$ cat src/rtl/adder_pkg.sv
// Shared constants, types and carry-lookahead helper for the adder datapath.
// Imported by cla_block and adder_32.
package adder_pkg;

    localparam int ADDER_WIDTH = 32;
    localparam int CLA_BLOCK   = 4;
    localparam int NUM_BLOCKS  = ADDER_WIDTH / CLA_BLOCK;

    typedef logic [ADDER_WIDTH-1:0] word_t;

    // Carry into position n, as a flat sum of products:
    // cin & p[0..n-1]  |  OR over j<n of g[j] & p[j+1..n-1].
    function automatic logic lookahead(
        input word_t g,
        input word_t p,
        input logic  cin,
        input int    n
    );
        logic carry;
        logic term;
        carry = cin;
        for (int k = 0; k < n; k++) begin
            carry = carry & p[k];
        end
        for (int j = 0; j < n; j++) begin
            term = g[j];
            for (int k = j + 1; k < n; k++) begin
                term = term & p[k];
            end
            carry = carry | term;
        end
        return carry;
    endfunction

endpackage

$ cat src/rtl/cla_block.sv
// One carry-lookahead block: internal carries, sum bits,
// and group generate/propagate for the next lookahead level.
module cla_block
    import adder_pkg::*;
#(
    parameter int BLOCK = CLA_BLOCK
) (
    input  logic [BLOCK-1:0] a,
    input  logic [BLOCK-1:0] b,
    input  logic             cin,
    output logic [BLOCK-1:0] sum,
    output logic             grp_g,
    output logic             grp_p
);

    logic [BLOCK-1:0] g;
    logic [BLOCK-1:0] p;
    logic [BLOCK-1:0] carry;

    assign g = a & b;
    assign p = a ^ b;

    // Group terms never depend on cin, so the upper level has no loop.
    assign grp_g = lookahead(word_t'(g), word_t'(p), 1'b0, BLOCK);
    assign grp_p = &p;

    always_comb begin
        carry = '0;
        for (int i = 0; i < BLOCK; i++) begin
            carry[i] = lookahead(word_t'(g), word_t'(p), cin, i);
        end
    end

    assign sum = p ^ carry;

endmodule

$ cat src/rtl/adder_32.sv
// Registered unsigned adder, {c, s} = a + b, one cycle latency.
// Two-level carry lookahead: per-block CLA plus a group unit.
module adder_32
    import adder_pkg::*;
#(
    parameter int WIDTH = ADDER_WIDTH,
    parameter int BLOCK = CLA_BLOCK
) (
    input  logic             clk,
    input  logic             rst,
    input  logic [WIDTH-1:0] a,
    input  logic [WIDTH-1:0] b,
    output logic [WIDTH-1:0] s,
    output logic             c
);

    localparam int NB = WIDTH / BLOCK;

    logic [NB-1:0]    blk_g;
    logic [NB-1:0]    blk_p;
    logic [NB-1:0]    blk_cin;
    logic [WIDTH-1:0] s_d;
    logic [WIDTH-1:0] s_q;
    logic             c_d;
    logic             c_q;

    for (genvar k = 0; k < NB; k++) begin : g_blk
        cla_block #(
            .BLOCK (BLOCK)
        ) u_cla (
            .a     (a[k*BLOCK +: BLOCK]),
            .b     (b[k*BLOCK +: BLOCK]),
            .cin   (blk_cin[k]),
            .sum   (s_d[k*BLOCK +: BLOCK]),
            .grp_g (blk_g[k]),
            .grp_p (blk_p[k])
        );
    end

    // Every block carry-in comes straight from {G, P}; no inter-block ripple.
    always_comb begin
        blk_cin = '0;
        for (int k = 0; k < NB; k++) begin
            blk_cin[k] = lookahead(word_t'(blk_g), word_t'(blk_p), 1'b0, k);
        end
        c_d = lookahead(word_t'(blk_g), word_t'(blk_p), 1'b0, NB);
    end

    always_ff @(posedge clk) begin
        if (rst) begin
            s_q <= '0;
            c_q <= 1'b0;
        end else begin
            s_q <= s_d;
            c_q <= c_d;
        end
    end

    assign s = s_q;
    assign c = c_q;

endmodule

$ cat config.mk
export PLATFORM = sky130hd
export DESIGN_NAME = adder_32
export DESIGN_NICKNAME = d
export VERILOG_FILES = /design/src/rtl/adder_pkg.sv /design/src/rtl/cla_block.sv /design/src/rtl/adder_32.sv
export SDC_FILE = /design/constraint.sdc
export NUM_CORES = 1
export LEC_CHECK = 0
export CORE_ASPECT_RATIO = 0.75
export CORE_MARGIN = 5
export CORE_UTILIZATION = 42
export CTS_BUF_LIST = sky130_fd_sc_hd__clkbuf_8
export DETAILED_ROUTE_END_ITERATION = 10
export DONT_BUFFER_PORTS = 1
export GPL_ROUTABILITY_DRIVEN = 0
export RECOVER_POWER = 25
export SYNTH_ARGS = -nofsm -noshare
export SYNTH_HDL_FRONTEND = slang
export SYNTH_SLANG_ARGS = --single-unit
$ cat constraint.sdc
create_clock -name clk -period 2.35 [get_ports clk]
set_clock_uncertainty 0.2 [all_clocks]
set_input_delay 0.1175 -clock clk [delete_from_list [all_inputs] [get_ports clk]]
set_output_delay 0.1175 -clock clk [all_outputs]
set_load 0.02 [all_outputs]
**Yosys cells after proc, flatten, opt, wreduce, memory -nomap -nowiden**

Index checks and enable logic that the tools add are counted.
Widths: inputs -> output; s select.

- Reduce and logical (&&, ||, !) cells: 7
- Bitwise operators: 218

Operator list:

| kind | count |
|---|---|
| $and 1x1->1 | 97 |
| $or 1x1->1 | 97 |
| $xor 4x4->4 | 16 |
| $and 4x4->4 | 8 |
| $reduce_and 4->1 | 7 |

- Output and inout port bits: 33
- Register bits after elaboration: 33

**Depth between registers and ports, before layout**

- Word-level depth: 26
- Depth in mapped cells: 13
- Gate-level depth less buffers: 13

**By module**

A second synthesis with hierarchy kept.

- Cells, all modules: 270
- Area, all modules: 2421.1 sq um

Modules (own cells, without submodules):

| module | cells an instance | area an instance (sq um) | sequential area each (sq um) | instances |
|---|---|---|---|---|
| adder_32 | 84 | 1009.7 | 660.6 | 1 |
| cla_block (g_blk[3].u_cla ...) | 24 | 177.7 | 0.0 | 5 |
| cla_block (g_blk[1].u_cla ...) | 23 | 180.2 | 0.0 | 2 |
| cla_block (g_blk[0].u_cla) | 20 | 162.7 | 0.0 | 1 |

**Least setup slack after synthesis**

Ideal clock, no wire load.

- Kind: input port to flip-flop
- Start: input port a[1]
- End: register s_q[15] (netlist: s[15])
- Arrival: 2.073 ns
- Library setup time: 0.128 ns
- Cell stages on the path: 12
- Required time: 2.022 ns
- Slack: -0.051 ns
- Cell sequence: ha_1 -> ha_1 -> o211ai_1 -> a21o_1 -> a21oi_2 -> or2_2 -> ha_1 -> o21ai_0 -> nand2b_1 -> a21oi_1 -> xor2_1 -> nor2_1

- Word-level cells in the longest chain between the ends: 18

RTL lines:

| element | RTL line | RTL |
|---|---|---|
| start: declaration | adder_32.sv:11 | `input logic [WIDTH-1:0] a,` |
| $xor 4x4->4 | cla_block.sv:21 | `assign p = a ^ b;` |
| $and 1x1->1 (3 in series) | adder_pkg.sv:28 | `term = term & p[k];` |
| $or 1x1->1 * (3 in series) | adder_pkg.sv:30 | `carry = carry \| term;` |
| $and 1x1->1 * (2 in series) | adder_pkg.sv:28 |  |
| $or 1x1->1 * (2 in series) | adder_pkg.sv:30 |  |
| $and 1x1->1 * (3 in series) | adder_pkg.sv:23 | `carry = carry & p[k];` |
| $or 1x1->1 * (3 in series) | adder_pkg.sv:30 |  |
| $xor 4x4->4 * | cla_block.sv:34 | `assign sum = p ^ carry;` |
| end signal: assignment | adder_32.sv:51 | `s_q <= '0;` |
| end signal: assignment | adder_32.sv:54 | `s_q <= s_d;` |
| end: declaration | adder_32.sv:23 | `logic [WIDTH-1:0] s_q;` |

Every way passes the cells marked *; elsewhere a longest branch is shown, timed or not.
A chain may end at the register's enable or synchronous reset.

**Worst setup path after layout**

- Start: input port a[1]
- End: register s_q[27] (netlist: s[27])

- Word-level cells in the longest chain between the ends: 24

RTL lines:

| element | RTL line |
|---|---|
| $xor 4x4->4 | cla_block.sv:21 |
| $and 1x1->1 (3 in series) | adder_pkg.sv:28 |
| $or 1x1->1 * (3 in series) | adder_pkg.sv:30 |
| $and 1x1->1 * (5 in series) | adder_pkg.sv:28 |
| $or 1x1->1 * (5 in series) | adder_pkg.sv:30 |
| $and 1x1->1 * (3 in series) | adder_pkg.sv:23 |
| $or 1x1->1 * (3 in series) | adder_pkg.sv:30 |
| $xor 4x4->4 * | cla_block.sv:34 |

Marks and branches as above.

==> metrics <==
status finished clean; post-CTS setup buffer count 0; P per Cell Area 576.0 mW/mm²; DRC viols 0; Sw Ratio 0.3329; ANT nets after route 0; die width 93.42 µm; max cap viols 0; Inst Count DP 331; H-Tree Level Count 2; routed length per instance 14.38 µm; I/O Pins 99; relative slew slack 0.6882; first-pass GRT wire length 8.190 mm; fin util 0.5919; NumNets Final 410; fin crit period 2.320 ns; number of synthesized flops with an enable pin 0; Hold Path Class in2reg; I/O Buffers 0; Simple-Gate Fraction of Synth Area 0.1581; RSZ-0062 raised after global routing true; Post-DP Area 0.002507 mm²; Most used DFF post-synth dfxtp_1; die area 0.006779 mm²; hold path cells 3; hpwl dp 4.079 mm; clock sink count 33; total number of vias 1,772; crit-path max FO 4; Num CTS Buffers 5; P_int 1.133 mW; CP Capture Type flop; Synth Area in XOR/XNOR 0.09189; Routed WL 5.308 mm; tightest hold margin 0.01147 ns; Compound-Gate Fraction of Synth Area 0.1370; Pre-Repair DR Iteration Count 4; Synth async-reset ratio 0; syn_nets 346; Synth area leader dfxtp_1; post-synthesis instance area 0.002192 mm²; largest cells by area after synthesis dfxtp_1, ha_1, fa_1; clock tree from TritonCTS done; total power 1.699 mW; fin. max-slew vios 0; Worst EP required 2.32 ns; mux share of post-synthesis cell area 0; Mapped Cells 232; Comb pwr share 0.312; Crit Path Class in2reg; area grow syn2layout 34.53%; FP Rows 22; Worst-path clk slew 0.07 ns; largest net degree at the start of global routing 36; Worst-Margin Slew 0.4634 ns; Root Buffer clkbuf_8; Avg Inst Size Synth 9.449 µm²; CP startpoint kind input pin; all-layer global routing usage 0.1544; Post-Synth Adder-Cell Area 0.3014; DR vias/cell 4.802; Initial DRC Count 57; vias in the first global route 1,793; final hold vios 0; Fmax achieved 431.0 MHz; Tcrit/Tclk final 0.9873; post-synth top area share 0.3014; Worst VDD drop 0.0001984 V; final instance area 0.002949 mm²; commonest cells in the netlist ha_1, dfxtp_1, nor2_1, a21oi_1, xnor2_1; setup_tns 0 ns; maximum clock insertion buffer count 2; FILL cells 432; Leak Pwr 1.324 nW; post-synthesis sequential area ratio 0.3014; Yosys cell types 31; die height 72.57 µm; combinational family with the most area after synthesis adder cells; Synth Register Bits 33; layout cells sized above 1 0.1785; most numerous cell in the Yosys netlist ha_1; worst endpoint data arrival time 2.29 ns; non-filler cells, final 369; grt total ovfl 0; initial core utilization 0.4400; antenna cells 0; core area 0.004982 mm²; Synth Warn # 0; Final WS setup 0.02991 ns; Setup Slack @ Placement -0.2777 ns; sw power 0.5655 mW; setup violators final 0; Clock Power Share 0.236; Flop pwr share 0.452; initial antenna violation count 0
cells by family (layout without fill, tap and decap cells):
kind of cell	count (synthesis)	in the layout
xor+xnor	23	23
flops	33	33
simple gates	71	71
fa+ha+maj	48	48
buf+inv	6	71
compound gates	51	51
cells in the final DEF, fill, tap and decap left out, types with 2 or more instances in the layout:
| cell | synthesis | routed |
|---|---|---|
| xnor2_1 | 17 | 17 |
| dlygate4sd3_1 | 0 | 29 |
| nor2_2 | 0 | 2 |
| ha_1 | 40 | 38 |
| o21ai_0 | 11 | 7 |
| clkbuf_8 | 0 | 5 |
| xor2_1 | 6 | 6 |
| o211ai_1 | 3 | 3 |
| nand3_1 | 3 | 3 |
| a21o_1 | 7 | 7 |
| clkinv_2 | 0 | 2 |
| ha_4 | 0 | 2 |
| dfxtp_1 | 33 | 33 |
| or2_2 | 2 | 2 |
| o21ai_1 | 4 | 6 |
| nor2b_1 | 9 | 9 |
| nand2b_1 | 9 | 9 |
| a21oi_1 | 19 | 14 |
| nand4_1 | 5 | 5 |
| nor2_1 | 29 | 27 |
| nor3_1 | 2 | 2 |
| fa_1 | 8 | 8 |
| inv_1 | 2 | 3 |
| o21ai_2 | 0 | 2 |
| buf_4 | 0 | 31 |
| nand2_1 | 8 | 8 |
| a21oi_2 | 1 | 6 |
cell type report:
class | instances | area [µm²] | share of cell area
repair buffers | 61 | 543.0 | 0.1841
well taps | 72 | 90.09 | 0.03055
multi-input cells | 193 | 1565 | 0.5308
clock buffers | 5 | 68.82 | 0.02333
clock inverters | 3 | 13.76 | 0.004667
flip-flops and latches | 33 | 660.6 | 0.2240
inverters | 2 | 7.507 | 0.002546
critical path, cell delays in order:
cell      delay (ns)
ha_1            0.27
ha_1            0.20
o211ai_1        0.24
a21o_1          0.20
a21oi_2         0.11
nor2_2          0.16
o21ai_1         0.12
ha_1            0.21
o21ai_0         0.14
nand2b_1        0.10
a21oi_2         0.16
xor2_1          0.19
nor2_1          0.08
state kept, by name, summed over array words and instances (netlist names):
register  count
c             1
s            32
path summary, 6_finish.rpt:
check	start	end	slack, ns
worst max-delay path	a[1]	s[27]	0.03
worst min-delay path	b[17]	s[17]	0.01
routing by layer:
metal | GRT usage | wire length, µm | up-vias
li1 | - | - | 941
met1 | 0.1951 | 2398 | 758
met2 | 0.2544 | 2415 | 68
met3 | 0.05492 | 462 | 5
met4 | 0.03415 | 31 | 0
met5 | 0 | 0 | -
power by group through the flow:
stage / Clock (mW) / Combinational, mW / Sequential (mW)
4_1_cts: 0.422 / 0.510 / 0.770
2_1_floorplan: 0 / 0.315 / 0.766
6_report: 0.402 / 0.529 / 0.768
3_3_place_gp: 0 / 0.430 / 0.782
5_1_grt: 0.449 / 0.597 / 0.773
3_5_place_dp: 0 / 0.439 / 0.783
what timing repair did:
action	CTS	global route
hold buffers	29	1
resized for setup	0	12
setup endpoints to repair	0	10
hold endpoints to repair	33	1
No activity file was read; power rests on OpenSTA's default activity.
